File: config.mk
export PLATFORM = sky130hd
export DESIGN_NAME = seg7_scan_display_flat
export DESIGN_NICKNAME = d
export VERILOG_FILES = /design/src/rtl/seg7_scan_display_if.sv /design/src/rtl/seg7_scan_display.sv /design/src/flat_wrapper.sv
export SDC_FILE = /design/constraint.sdc
export NUM_CORES = 1
export LEC_CHECK = 0
export ABC_AREA = 1
export CAP_MARGIN = 15
export CORE_MARGIN = 10
export CORE_UTILIZATION = 53
export DETAILED_ROUTE_END_ITERATION = 10
export PLACE_DENSITY = 0.78
export SLEW_MARGIN = 15
export SYNTH_ARGS = -nofsm -noshare
export SYNTH_HDL_FRONTEND = slang
export SYNTH_SLANG_ARGS = --single-unit
export TNS_END_PERCENT = 100
File: constraint.sdc
create_clock -name FPGA_CLK -period 1.95 [get_ports FPGA_CLK]
set_clock_uncertainty 0.1 [all_clocks]
set_input_delay 0.195 -clock FPGA_CLK [delete_from_list [all_inputs] [get_ports FPGA_CLK]]
set_output_delay 0.195 -clock FPGA_CLK [all_outputs]
set_load 0.005 [all_outputs]
File: src/rtl/seg7_scan_display_if.sv
// Bus bundle for seg7_scan_display: value/load strobe in, busy and the
// multiplexed active-low digit/segment drive out, plus FSM state for debug.
//
// Handshake: load is a single-cycle strobe qualified by busy. A load seen
// in a cycle where busy is low is accepted and value_in is captured that
// same cycle. A load seen while busy is high is dropped. Nothing is queued
// and no error is flagged. busy acts as an inverted ready.
interface seg7_scan_display_if;
  logic [13:0] value_in;
  logic        load;
  logic        busy;
  logic [3:0]  dig;
  logic [7:0]  seg;
  logic [1:0]  dbg_state;

  modport master (
    output value_in, load,
    input  busy, dig, seg, dbg_state
  );

  modport slave (
    input  value_in, load,
    output busy, dig, seg, dbg_state
  );
endinterface

File: src/rtl/seg7_scan_display.sv
// seg7_scan_display: captures a 14-bit binary value and converts it to BCD
// with a sequential double-dabble engine (IDLE -> CONVERT x14 -> COMMIT).
// It also time-multiplexes four digits onto an active-low 7-segment display.
// Values above 9999 show four dashes.
// Optional feature macro: SEG7_LEADING_ZERO_BLANK_EN. When it is defined,
// leading zero digits are blanked. The units digit is always shown.
module seg7_scan_display #(
  parameter int DIGIT_TICKS = 50000,
  parameter int CNT_W       = 16
) (
  input  logic                 FPGA_CLK,
  input  logic                 RESET_BUT,
  seg7_scan_display_if.slave   bus
);

  typedef enum logic [1:0] {
    ST_IDLE    = 2'd0,
    ST_CONVERT = 2'd1,
    ST_COMMIT  = 2'd2
  } state_t;

  localparam logic [CNT_W-1:0] SCAN_TC  = CNT_W'(DIGIT_TICKS - 1);
  localparam logic [3:0]       LAST_IT  = 4'd13;
  localparam logic [7:0]       SEG_DASH = 8'hBF;
  localparam logic [7:0]       SEG_OFF  = 8'hFF;

  // Conversion engine state
  state_t      state_q;
  logic [13:0] bin_q;
  logic [19:0] bcd_q;
  logic [3:0]  iter_q;
  logic        busy_q;

  // Committed display value. Only COMMIT writes it, so a conversion that
  // reset aborts never shows up here.
  logic [15:0] disp_q;
  logic        ovf_q;

  // Scan state and registered pad drive
  logic [CNT_W-1:0] cnt_q;
  logic [1:0]       idx_q;
  logic [3:0]       dig_q;
  logic [7:0]       seg_q;

  // Combinational helpers
  logic [19:0] bcd_adj;
  logic [3:0]  nib;
  logic        blank;
  logic [7:0]  seg_d;
  logic [3:0]  dig_d;

  function automatic logic [3:0] adj3(input logic [3:0] n);
    return (n >= 4'd5) ? (n + 4'd3) : n;
  endfunction

  function automatic logic [7:0] seg_lut(input logic [3:0] n);
    logic [7:0] s;
    case (n)
      4'd0:    s = 8'hC0;
      4'd1:    s = 8'hF9;
      4'd2:    s = 8'hA4;
      4'd3:    s = 8'hB0;
      4'd4:    s = 8'h99;
      4'd5:    s = 8'h92;
      4'd6:    s = 8'h82;
      4'd7:    s = 8'hF8;
      4'd8:    s = 8'h80;
      4'd9:    s = 8'h90;
      default: s = SEG_OFF;
    endcase
    return s;
  endfunction

  // Double-dabble add-3 step on all five BCD nibbles before each shift
  always_comb begin
    bcd_adj = {adj3(bcd_q[19:16]), adj3(bcd_q[15:12]), adj3(bcd_q[11:8]),
               adj3(bcd_q[7:4]),   adj3(bcd_q[3:0])};
  end

  // Conversion FSM: capture on load, 14 shift cycles, then one commit cycle
  always_ff @(posedge FPGA_CLK) begin
    if (RESET_BUT) begin
      state_q <= ST_IDLE;
      bin_q   <= '0;
      bcd_q   <= '0;
      iter_q  <= '0;
      busy_q  <= 1'b0;
      disp_q  <= '0;
      ovf_q   <= 1'b0;
    end else begin
      case (state_q)
        ST_IDLE: begin
          if (bus.load) begin
            bin_q   <= bus.value_in;
            bcd_q   <= '0;
            iter_q  <= '0;
            busy_q  <= 1'b1;
            state_q <= ST_CONVERT;
          end
        end
        ST_CONVERT: begin
          bcd_q <= {bcd_adj[18:0], bin_q[13]};
          bin_q <= {bin_q[12:0], 1'b0};
          if (iter_q == LAST_IT) begin
            state_q <= ST_COMMIT;
          end else begin
            iter_q <= iter_q + 4'd1;
          end
        end
        ST_COMMIT: begin
          // A non-zero ten-thousands nibble means the value was above 9999
          disp_q  <= bcd_q[15:0];
          ovf_q   <= (bcd_q[19:16] != 4'd0);
          busy_q  <= 1'b0;
          state_q <= ST_IDLE;
        end
        default: begin
          busy_q  <= 1'b0;
          state_q <= ST_IDLE;
        end
      endcase
    end
  end

  // Free-running scan counter and digit index, independent of the FSM
  always_ff @(posedge FPGA_CLK) begin
    if (RESET_BUT) begin
      cnt_q <= '0;
      idx_q <= 2'd0;
    end else if (cnt_q == SCAN_TC) begin
      cnt_q <= '0;
      idx_q <= idx_q + 2'd1;
    end else begin
      cnt_q <= cnt_q + CNT_W'(1);
    end
  end

  // Select the nibble for the current digit and encode its segments
  always_comb begin
    nib   = 4'd0;
    blank = 1'b0;
    case (idx_q)
      2'd0: nib = disp_q[3:0];
      2'd1: nib = disp_q[7:4];
      2'd2: nib = disp_q[11:8];
      default: nib = disp_q[15:12];
    endcase
`ifdef SEG7_LEADING_ZERO_BLANK_EN
    // A digit is a leading zero when it and every digit to its left are
    // zero. The units digit is never blanked.
    case (idx_q)
      2'd0: blank = 1'b0;
      2'd1: blank = (disp_q[15:4] == 12'd0);
      2'd2: blank = (disp_q[15:8] == 8'd0);
      default: blank = (disp_q[15:12] == 4'd0);
    endcase
`endif
    if (ovf_q) begin
      seg_d = SEG_DASH;
    end else if (blank) begin
      seg_d = SEG_OFF;
    end else begin
      seg_d = seg_lut(nib);
    end
    dig_d = ~(4'b0001 << idx_q);
  end

  // Pad registers load only at the start of each digit slot. Digit select
  // and segments therefore change together, and a commit in mid-slot
  // cannot tear the digit currently lit.
  always_ff @(posedge FPGA_CLK) begin
    if (RESET_BUT) begin
      dig_q <= 4'b1111;
      seg_q <= SEG_OFF;
    end else if (cnt_q == '0) begin
      dig_q <= dig_d;
      seg_q <= seg_d;
    end
  end

  assign bus.busy      = busy_q;
  assign bus.dig       = dig_q;
  assign bus.seg       = seg_q;
  assign bus.dbg_state = state_q;

endmodule

File: src/flat_wrapper.sv
// flat-port wrapper written by rule: the top's interface ports become plain ports
module seg7_scan_display_flat 
#(
  parameter int DIGIT_TICKS = 50000,
  parameter int CNT_W       = 16
)
  (FPGA_CLK, RESET_BUT, bus_value_in, bus_load, bus_busy, bus_dig, bus_seg, bus_dbg_state);
  seg7_scan_display_if bus_i ();
  input  logic FPGA_CLK;
  input  logic RESET_BUT;
  input wire logic [$bits(bus_i.value_in)-1:0] bus_value_in;
  input wire logic [$bits(bus_i.load)-1:0] bus_load;
  output wire logic [$bits(bus_i.busy)-1:0] bus_busy;
  output wire logic [$bits(bus_i.dig)-1:0] bus_dig;
  output wire logic [$bits(bus_i.seg)-1:0] bus_seg;
  output wire logic [$bits(bus_i.dbg_state)-1:0] bus_dbg_state;
  assign bus_i.value_in = bus_value_in;
  assign bus_i.load = bus_load;
  assign bus_busy = bus_i.busy;
  assign bus_dig = bus_i.dig;
  assign bus_seg = bus_i.seg;
  assign bus_dbg_state = bus_i.dbg_state;
  seg7_scan_display #(.DIGIT_TICKS(DIGIT_TICKS), .CNT_W(CNT_W)) u_core (.FPGA_CLK(FPGA_CLK), .RESET_BUT(RESET_BUT), .bus(bus_i));
endmodule
# [Word level (Yosys, flattened, before mapping)]
# Memory sizes are Yosys's and may differ from the RTL's.
# Index checks and enable logic that the tools add are counted.
[word_totals] ff_bits=88 romBits=112 in_bits=17 n_memories=1 elab_cells=66
[classes] shift=1 muxes=19 reduce_logical=10 eq_ne=9 magnitude_cmp=5 n_bitwise=2 add_sub_neg=8
[mem_list] name="(name not given)" words=16 width=7 rd=1 rd_ports_with_merged_regs=0 write_ports=0 line_no="seg7_scan_display.sv:58" text="case (n)"
[ops] op="$pmux 20 s2" n=1
[ops] op="$pmux 14 s2" n=1
[ops] op="$mux 4" n=6
[ops] op="$ge 4x3->1 const B" n=5
[ops] op="$mux 20" n=1
[ops] op="$add 16x1->16 const B" n=1
[ops] op="$add 4x2->4 const B" n=4
[ops] op="$eq 16x16->1 const B" n=1
[ops] op="$logic_not 16->1" n=1
[ops] op="$mux 14" n=1
[ops] op="$pmux 4 s3" n=1
[ops] op="$mux 8" n=1
[ops] op="$pmux 4 s2" n=1
[ops] op="$reduce_and 2->1" n=3
[ops] op="$add 4x1->4 const B" n=1
[ops] op="$eq 2x1->1 const B" n=2
[ops] op="$eq 2x2->1 const B" n=2
[ops] op="$eq 4x4->1 const B" n=1
[ops] op="$logic_not 2->1" n=2
[ops] op="$mux 2" n=2
[ops] op="$ne 2x2->1 const B" n=2
[ops] op="$not 4->4" n=1
[ops] op="$pmux 2 s2" n=1
[ops] op="$reduce_bool 4->1" n=1
[ops] op="11 further kinds" n=11

# [Logic depth before layout (Yosys ltp)]
# Gate-level depths: netlist of run 1.
# An unclocked memory read counts as a cell.
[logic_depth] ltp_word=4 ltp_mapped=14 mapped_depth_nobuf=14

# [Least setup slack after synthesis of run 1]
# OpenSTA, ideal clock, no wires.
[synth_timing] kind="flip-flop to flip-flop" start="register u_core.idx_q[0]" end="register u_core.seg_q[3], in the netlist u_core.bus.seg[3]" setup_slack_ns=0.085 n_path_buf=0 arrival_ns=1.650 stages_incl_launch_ff=15 setup_ns=0.115 required_ns=1.735 path_cell_list="dfxtp_1 > inv_1 > ha_1 > nand2_1 > nand2_1 > o21ai_2 > inv_1 > ha_1 > inv_1 > nand2_1 > nand2_1 > nand2_1 > nand2_1 > nand2_1 > nand2_1"
[synth_between] elab_chain_cells=4
[synth_lines] element="start: declaration" line_no="seg7_scan_display.sv:41" text="logic [1:0] idx_q;"
[synth_lines] element="start signal: assignment" line_no="seg7_scan_display.sv:132" text="idx_q <= idx_q + 2'd1;"
[synth_lines] element="$eq 2x2->1, or another cell as far along" line_no="seg7_scan_display.sv:142" text="case (idx_q)"
[synth_lines] element="$pmux 4 s3 *" line_no="seg7_scan_display.sv:142"
[synth_lines] element="$mem_v2 16x7 *"
[synth_lines] element="$mux 8 *" line_no="seg7_scan_display.sv:158" text="if (ovf_q) begin"
[synth_lines] element="end signal: assignment" line_no="seg7_scan_display.sv:177" text="seg_q <= seg_d;"
[synth_lines] element="end: declaration" line_no="seg7_scan_display.sv:43" text="logic [7:0] seg_q;"
# Every way passes the cells marked *; elsewhere a longest branch is shown, timed or not.
# A chain may end at the register's enable or synchronous reset.

# [Final worst setup path of run 1]
[layout_timing] start="register u_core.idx_q[1]" end="register u_core.seg_q[3], in the netlist u_core.bus.seg[3]"
# The elaborated chain is that of the path after synthesis.

==> run metrics, run 1 <==
cell count after synthesis 578; IO Pins 32; post-synth cell types 36; CP Launch Type register; Post-synth EDFFs 0; final wirelength 8727 microns; share of post-route cells with drive strength above 1 0.08170; largest net degree at the start of global routing 36; Slew HR 0.5708; first-pass GRT wire length 15130 microns; Tmin final 1.809 ns; setup violators final 0; DRT Pass-1 Iters 5; fraction of registers with async set/reset 0; initial core utilization 0.5453; register area 0.001747 sq mm; most common cell after layout, fill and taps aside nand2_1; worst vdd ir 0.4712 mV; per-cell routed wire length 12.22 microns; outcome finished, final reports clean; final setup margin 0.1408 ns; Syn Nets 616; worst-path fanout max 5; area share of the largest cell type after synthesis 0.4133; met2 wire length 4020 microns; vias per cell 5.255; CTS buffer count 9; Die Height 109.2 microns; Yosys reg bits 87; Longest Clk Path Bufs 2; worst min path class in -> reg; synthesized area per cell 7.291 sq um; RePlAce Congestion 0.8801; die area 0.01192 sq mm; met1 WL 4156 microns; most frequent cells in the layout nand2_1, dfxtp_1, a21oi_1, inv_1, o21ai_0; setup tns final 0 ns; Iter 0 DRT Violations 149; prevailing post-synth register cell dfxtp_1; metal3 WL 449 microns; Chip Width 109.2 microns; HPWL after detailed placement 6318 microns; total power 3.667 mW; number of global-route vias before repair 3511; max cap viols 0; RSZ-0062 raised after global routing no; P_leak 1.952 nW; antenna cells 0; final slew viol count 0; Core ar. 0.007727 sq mm; vias 3752; total global-route track usage 0.1527; filler cell count 669; Worst-Margin Slew 0.6431 ns; cell taking the most area after synthesis dfxtp_1; dpl ws 0.02961 ns; post-route insts no fill 714; DRC 0; grt total ovfl 0; CTS tree done; row count 32; Final Hold Viols 0; mapped cell area 0.004214 sq mm; power per cell area 750.6 mW/mm^2; synth top area cells dfxtp_1, nand2_1, a21oi_1, o21ai_0, ha_1; PortBufs 30; CTS clk-pin slew, worst paths 0.09 ns; Clock Sinks 87; sequential share of the synthesized area 0.4133; Cells after DPL 697; area growth from synthesis to layout 15.91%; hold_buf cts 0; Critical Path End Type register; crit path kind reg -> reg; Yosys warning count 0; DR top layer met4; period utilization 0.9278; CTS root buf clkbuf_8; Final #Nets 645; Data required, critical path 2.11 ns; number of nets with antenna violations after routing 0; initial antenna violation count 0; multi-input logic area 0.002165 sq mm; Clock H-tree levels 3; Worst Path Arrival 1.97 ns; Worst-Skew Late Latency 0.36 ns; Fmax achieved 552.7 MHz
## report_power, final
group / internal (mW) / total [mW] / switching, mW
sequential: 1.84 / 1.88 / 0.0409
clock: 0.797 / 1.44 / 0.638
combinational: 0.160 / 0.347 / 0.188
## metrics by stage
stage / util / cell area [sq um] / hold WS [ns]
2_1_floorplan: - / 4214 / 0.2551
3_3_place_gp: 0.5970 / 4613 / 0.3545
3_5_place_dp: 0.5970 / 4613 / 0.3663
4_1_cts: 0.6271 / 4846 / 0.2863
5_1_grt: 0.6321 / 4885 / 0.3134
6_report: 0.6321 / 4885 / 0.2996
## synth_stat cells, types with 2 or more instances
cell type,number
nor2_1,52
nand3_1,27
o21ai_0,58
inv_1,59
a22oi_1,5
a211oi_1,2
xor2_1,9
nand3_2,2
a31oi_1,13
buf_2,12
clkbuf_1,8
a21oi_1,62
dfxtp_1,87
nand3b_2,2
nand4_1,3
nand2_1,125
nor3b_1,2
ha_1,21
nand2_2,4
nor3_4,2
nor3_1,7
o21bai_1,2
## sequential cells by signal (all words and copies together) (netlist names)
name                  cells
u_core.bcd_q             20
u_core.cnt_q             16
u_core.disp_q            16
u_core.bin_q             14
u_core.bus.seg            7
u_core.bus.dig            4
u_core.iter_q             4
u_core.bus.dbg_state      2
u_core.idx_q              2
u_core.bus.busy           1
u_core.ovf_q              1
## layout make-up
cell class	count	share of cell area
Inverter	60	0.04611
Timing Repair Buffer	40	0.07941
Sequential cell	87	0.3576
Clock inverter	4	0.01588
Multi-Input combinational cell	409	0.4431
Clock buffer	12	0.03176
Tap cell	102	0.02613
## timing repair
action,CTS,global route
buffers inserted,0,1
endpoints found under the setup margin,0,7
gates resized for setup,0,11
## critical path, cell delays in order (launching register included)
cell	delay, ns
dfxtp_4	0.37
inv_1	0.08
ha_2	0.21
nand2_1	0.07
nand2_1	0.06
o21ai_2	0.14
inv_1	0.06
ha_1	0.29
inv_1	0.04
nand2_1	0.06
nand2_1	0.05
nand2_1	0.05
nand2_1	0.05
nand2_1	0.05
nand2_1	0.04
## routing by layer
metal | vias up | GRT usage
li1 | 1958 | -
met1 | 1712 | 0.1833
met2 | 74 | 0.2532
met3 | 8 | 0.03894
met4 | 0 | 0.06691
met5 | - | 0
## path summary, 6_finish.rpt
check                      end  slack (ns)  cells after the start            start
min reg2reg    u_core.bin_q[6]        0.37                      2  u_core.bin_q[5]
max reg2reg  u_core.bus.seg[3]        0.14                     14  u_core.idx_q[1]
max          u_core.bus.seg[3]        0.14                     14  u_core.idx_q[1]
min            u_core.bin_q[6]        0.30                      3  bus_value_in[6]
## cells by family (layout without fill, tap and decap cells)
| kind of cell | Yosys count | in the layout | synth area share |
|---|---|---|---|
| other cells | 1 | 1 | 0.0008899 |
| xor+xnor | 9 | 9 | 0.01871 |
| simple gates | 233 | 233 | 0.2414 |
| flops | 87 | 87 | 0.4133 |
| buf+inv | 82 | 116 | 0.07928 |
| compound gates | 145 | 145 | 0.1841 |
| fa+ha+maj | 21 | 21 | 0.06235 |
Note: power is estimated with default switching activity, not from simulation.
==> inputs of run 2 (changes only) <==
- CORE_UTILIZATION: 53 -> 37
- HOLD_SLACK_MARGIN: unset -> 0.02
- PLACE_DENSITY: 0.78 -> 0.59
==> run metrics, run 2 (synthesis gave the netlist of run 1 again) <==
number of global-route vias before repair 3423 (was 3511); Die Height 126.7 microns (was 109.2 microns); DRC 0 (unchanged); HPWL after detailed placement 6352 microns (was 6318 microns); die area 0.01606 sq mm (was 0.01192 sq mm); register area 0.001749 sq mm (was 0.001747 sq mm); share of post-route cells with drive strength above 1 0.1082 (was 0.08170); Worst-Skew Late Latency 0.34 ns (was 0.36 ns); worst-path fanout max 5 (unchanged); most frequent cells in the layout nand2_1, dfxtp_1, a21oi_1, o21ai_0, inv_1 (was nand2_1, dfxtp_1, a21oi_1, inv_1, o21ai_0); initial antenna violation count 0 (unchanged); Fmax achieved 523.1 MHz (was 552.7 MHz); CTS clk-pin slew, worst paths 0.06 ns (was 0.09 ns); number of nets with antenna violations after routing 0 (unchanged); crit path launch u_core.idx_q[1] (unchanged); final slew viol count 0 (unchanged); Clock H-tree levels 3 (unchanged); Clock Sinks 87 (unchanged); crit path kind reg -> reg (unchanged); Longest Clk Path Bufs 2 (unchanged); grt total ovfl 0 (unchanged); worst min path class in -> reg (unchanged); PortBufs 30 (unchanged); max cap viols 0 (unchanged); Post-DP Area 0.004681 sq mm (was 0.004613 sq mm); DRT Pass-1 Iters 5 (unchanged); RSZ-0062 raised after global routing yes (was no); worst vdd ir 0.4453 mV (was 0.4712 mV); IO Pins 32 (unchanged); P_leak 2.040 nW (was 1.952 nW); multi-input logic area 0.002210 sq mm (was 0.002165 sq mm); Iter 0 DRT Violations 188 (was 149); Data required, critical path 2.08 ns (was 2.11 ns); Final #Nets 652 (was 645); Hold WS 0.3175 ns (was 0.2996 ns); vias per cell 4.903 (was 5.255); first-pass GRT wire length 15590 microns (was 15130 microns); row count 38 (was 32); max reg flops 20 (unchanged); power per cell area 794.5 mW/mm^2 (was 750.6 mW/mm^2); vias 3721 (was 3752); Worst Min Path Start bus_value_in[6] (unchanged); per-cell routed wire length 12.27 microns (was 12.22 microns); Final Hold Viols 0 (unchanged); Core ar. 0.01098 sq mm (was 0.007727 sq mm); CTS tree done (unchanged); filler cell count 1069 (was 669); Critical Path End Type register (unchanged); area growth from synthesis to layout 22.18% (was 15.91%); Biggest register u_core.bcd_q (unchanged); largest registers u_core.bcd_q x20, u_core.cnt_q x16, u_core.disp_q x16 (unchanged); CTS root buf clkbuf_16 (was clkbuf_8); hold_buf cts 0 (unchanged); Chip Width 126.7 microns (was 109.2 microns); Worst Path Arrival 2.04 ns (was 1.97 ns); CP Launch Type register (unchanged); Worst R2R Start u_core.idx_q[1] (unchanged); worst reg-to-reg path cell count 14 (unchanged); Tmin final 1.912 ns (was 1.809 ns); RePlAce Congestion 0.8459 (was 0.8801); antenna cells 0 (unchanged); final wirelength 9314 microns (was 8727 microns); setup violators final 0 (unchanged); most common cell after layout, fill and taps aside nand2_1 (unchanged); initial core utilization 0.3837 (was 0.5453); CTS buffer count 9 (unchanged); largest net degree at the start of global routing 37 (was 36); total global-route track usage 0.1136 (was 0.1527); outcome finished, final reports clean (unchanged); worst hold path depth 3 (unchanged); period utilization 0.9803 (was 0.9278); final instance area 0.005149 sq mm (was 0.004885 sq mm)
-- run 2: cell types whose count changed in the layout (fill, tap and decap cells not counted), sizes merged --
cell,delta
clkinvlp,+2
inv,-2
bufinv,-1
clkinv,-1
clkbuf,+2
buf,+7
-- run 2: final cells by class --
type                            instances  share of cell area
Clock buffer                           14             0.05711
Timing Repair Buffer                   47             0.08797
Tap cell                              140             0.03402
Sequential cell                        87              0.3397
Clock inverter                          2            0.006804
Multi-Input combinational cell        409              0.4292
Inverter                               60             0.04520
-- run 2: path summary, 6_finish.rpt --
check,endpoint,slack (ns)
worst max-delay path,u_core.bus.seg[3],0.04
worst min-delay path,u_core.bin_q[6],0.32
worst max register to register,u_core.bus.seg[3],0.04
worst min register to register,u_core.bus.busy,0.36
-- run 2: layer usage --
| layer | track usage | vias to the layer above | wire length (microns) |
|---|---|---|---|
| li1 | - | 1982 | - |
| met1 | 0.1442 | 1672 | 4610 |
| met2 | 0.1774 | 56 | 4139 |
| met3 | 0.03040 | 11 | 417 |
| met4 | 0.04823 | 0 | 146 |
| met5 | 0 | - | 0 |
-- run 2: stage by stage --
stage                       util  TNS, ns  setup WS, ns  total power, mW  std cells
final                     0.4688        0       0.03836            4.091        759
after global routing      0.4688  -0.2270       -0.1230            4.273        759
after CTS                 0.4566        0      0.006749            4.138        752
after detailed placement  0.4262        0       0.01362            2.292        736
after global placement    0.4262        0       0.08373            2.287        736
after floorplan                -        0       0.08488            2.125        578
-- run 2: critical path, cell delays in order (launching register included) --
cell	delay, ns
dfxtp_4	0.37
clkinvlp_4	0.14
ha_4	0.20
nand2_1	0.08
nand2_1	0.07
o21ai_2	0.15
inv_2	0.06
ha_4	0.27
inv_2	0.03
nand2_2	0.05
nand2_1	0.06
nand2_1	0.06
nand2_1	0.05
nand2_1	0.06
nand2_1	0.05
-- run 2: report_power, final --
part           internal, mW  total (mW)  switching [mW]
clock                  1.17        1.85           0.683
sequential             1.84        1.88          0.0386
combinational         0.168       0.361           0.192
total                  3.18        4.09           0.914
-- run 2: timing repair --
| action | 4_1_cts | 5_1_grt |
|---|---|---|
| pin swaps | 0 | 8 |
| gates resized for setup | 2 | 21 |
| setup endpoints to repair | 1 | 7 |
| buffers inserted | 0 | 7 |
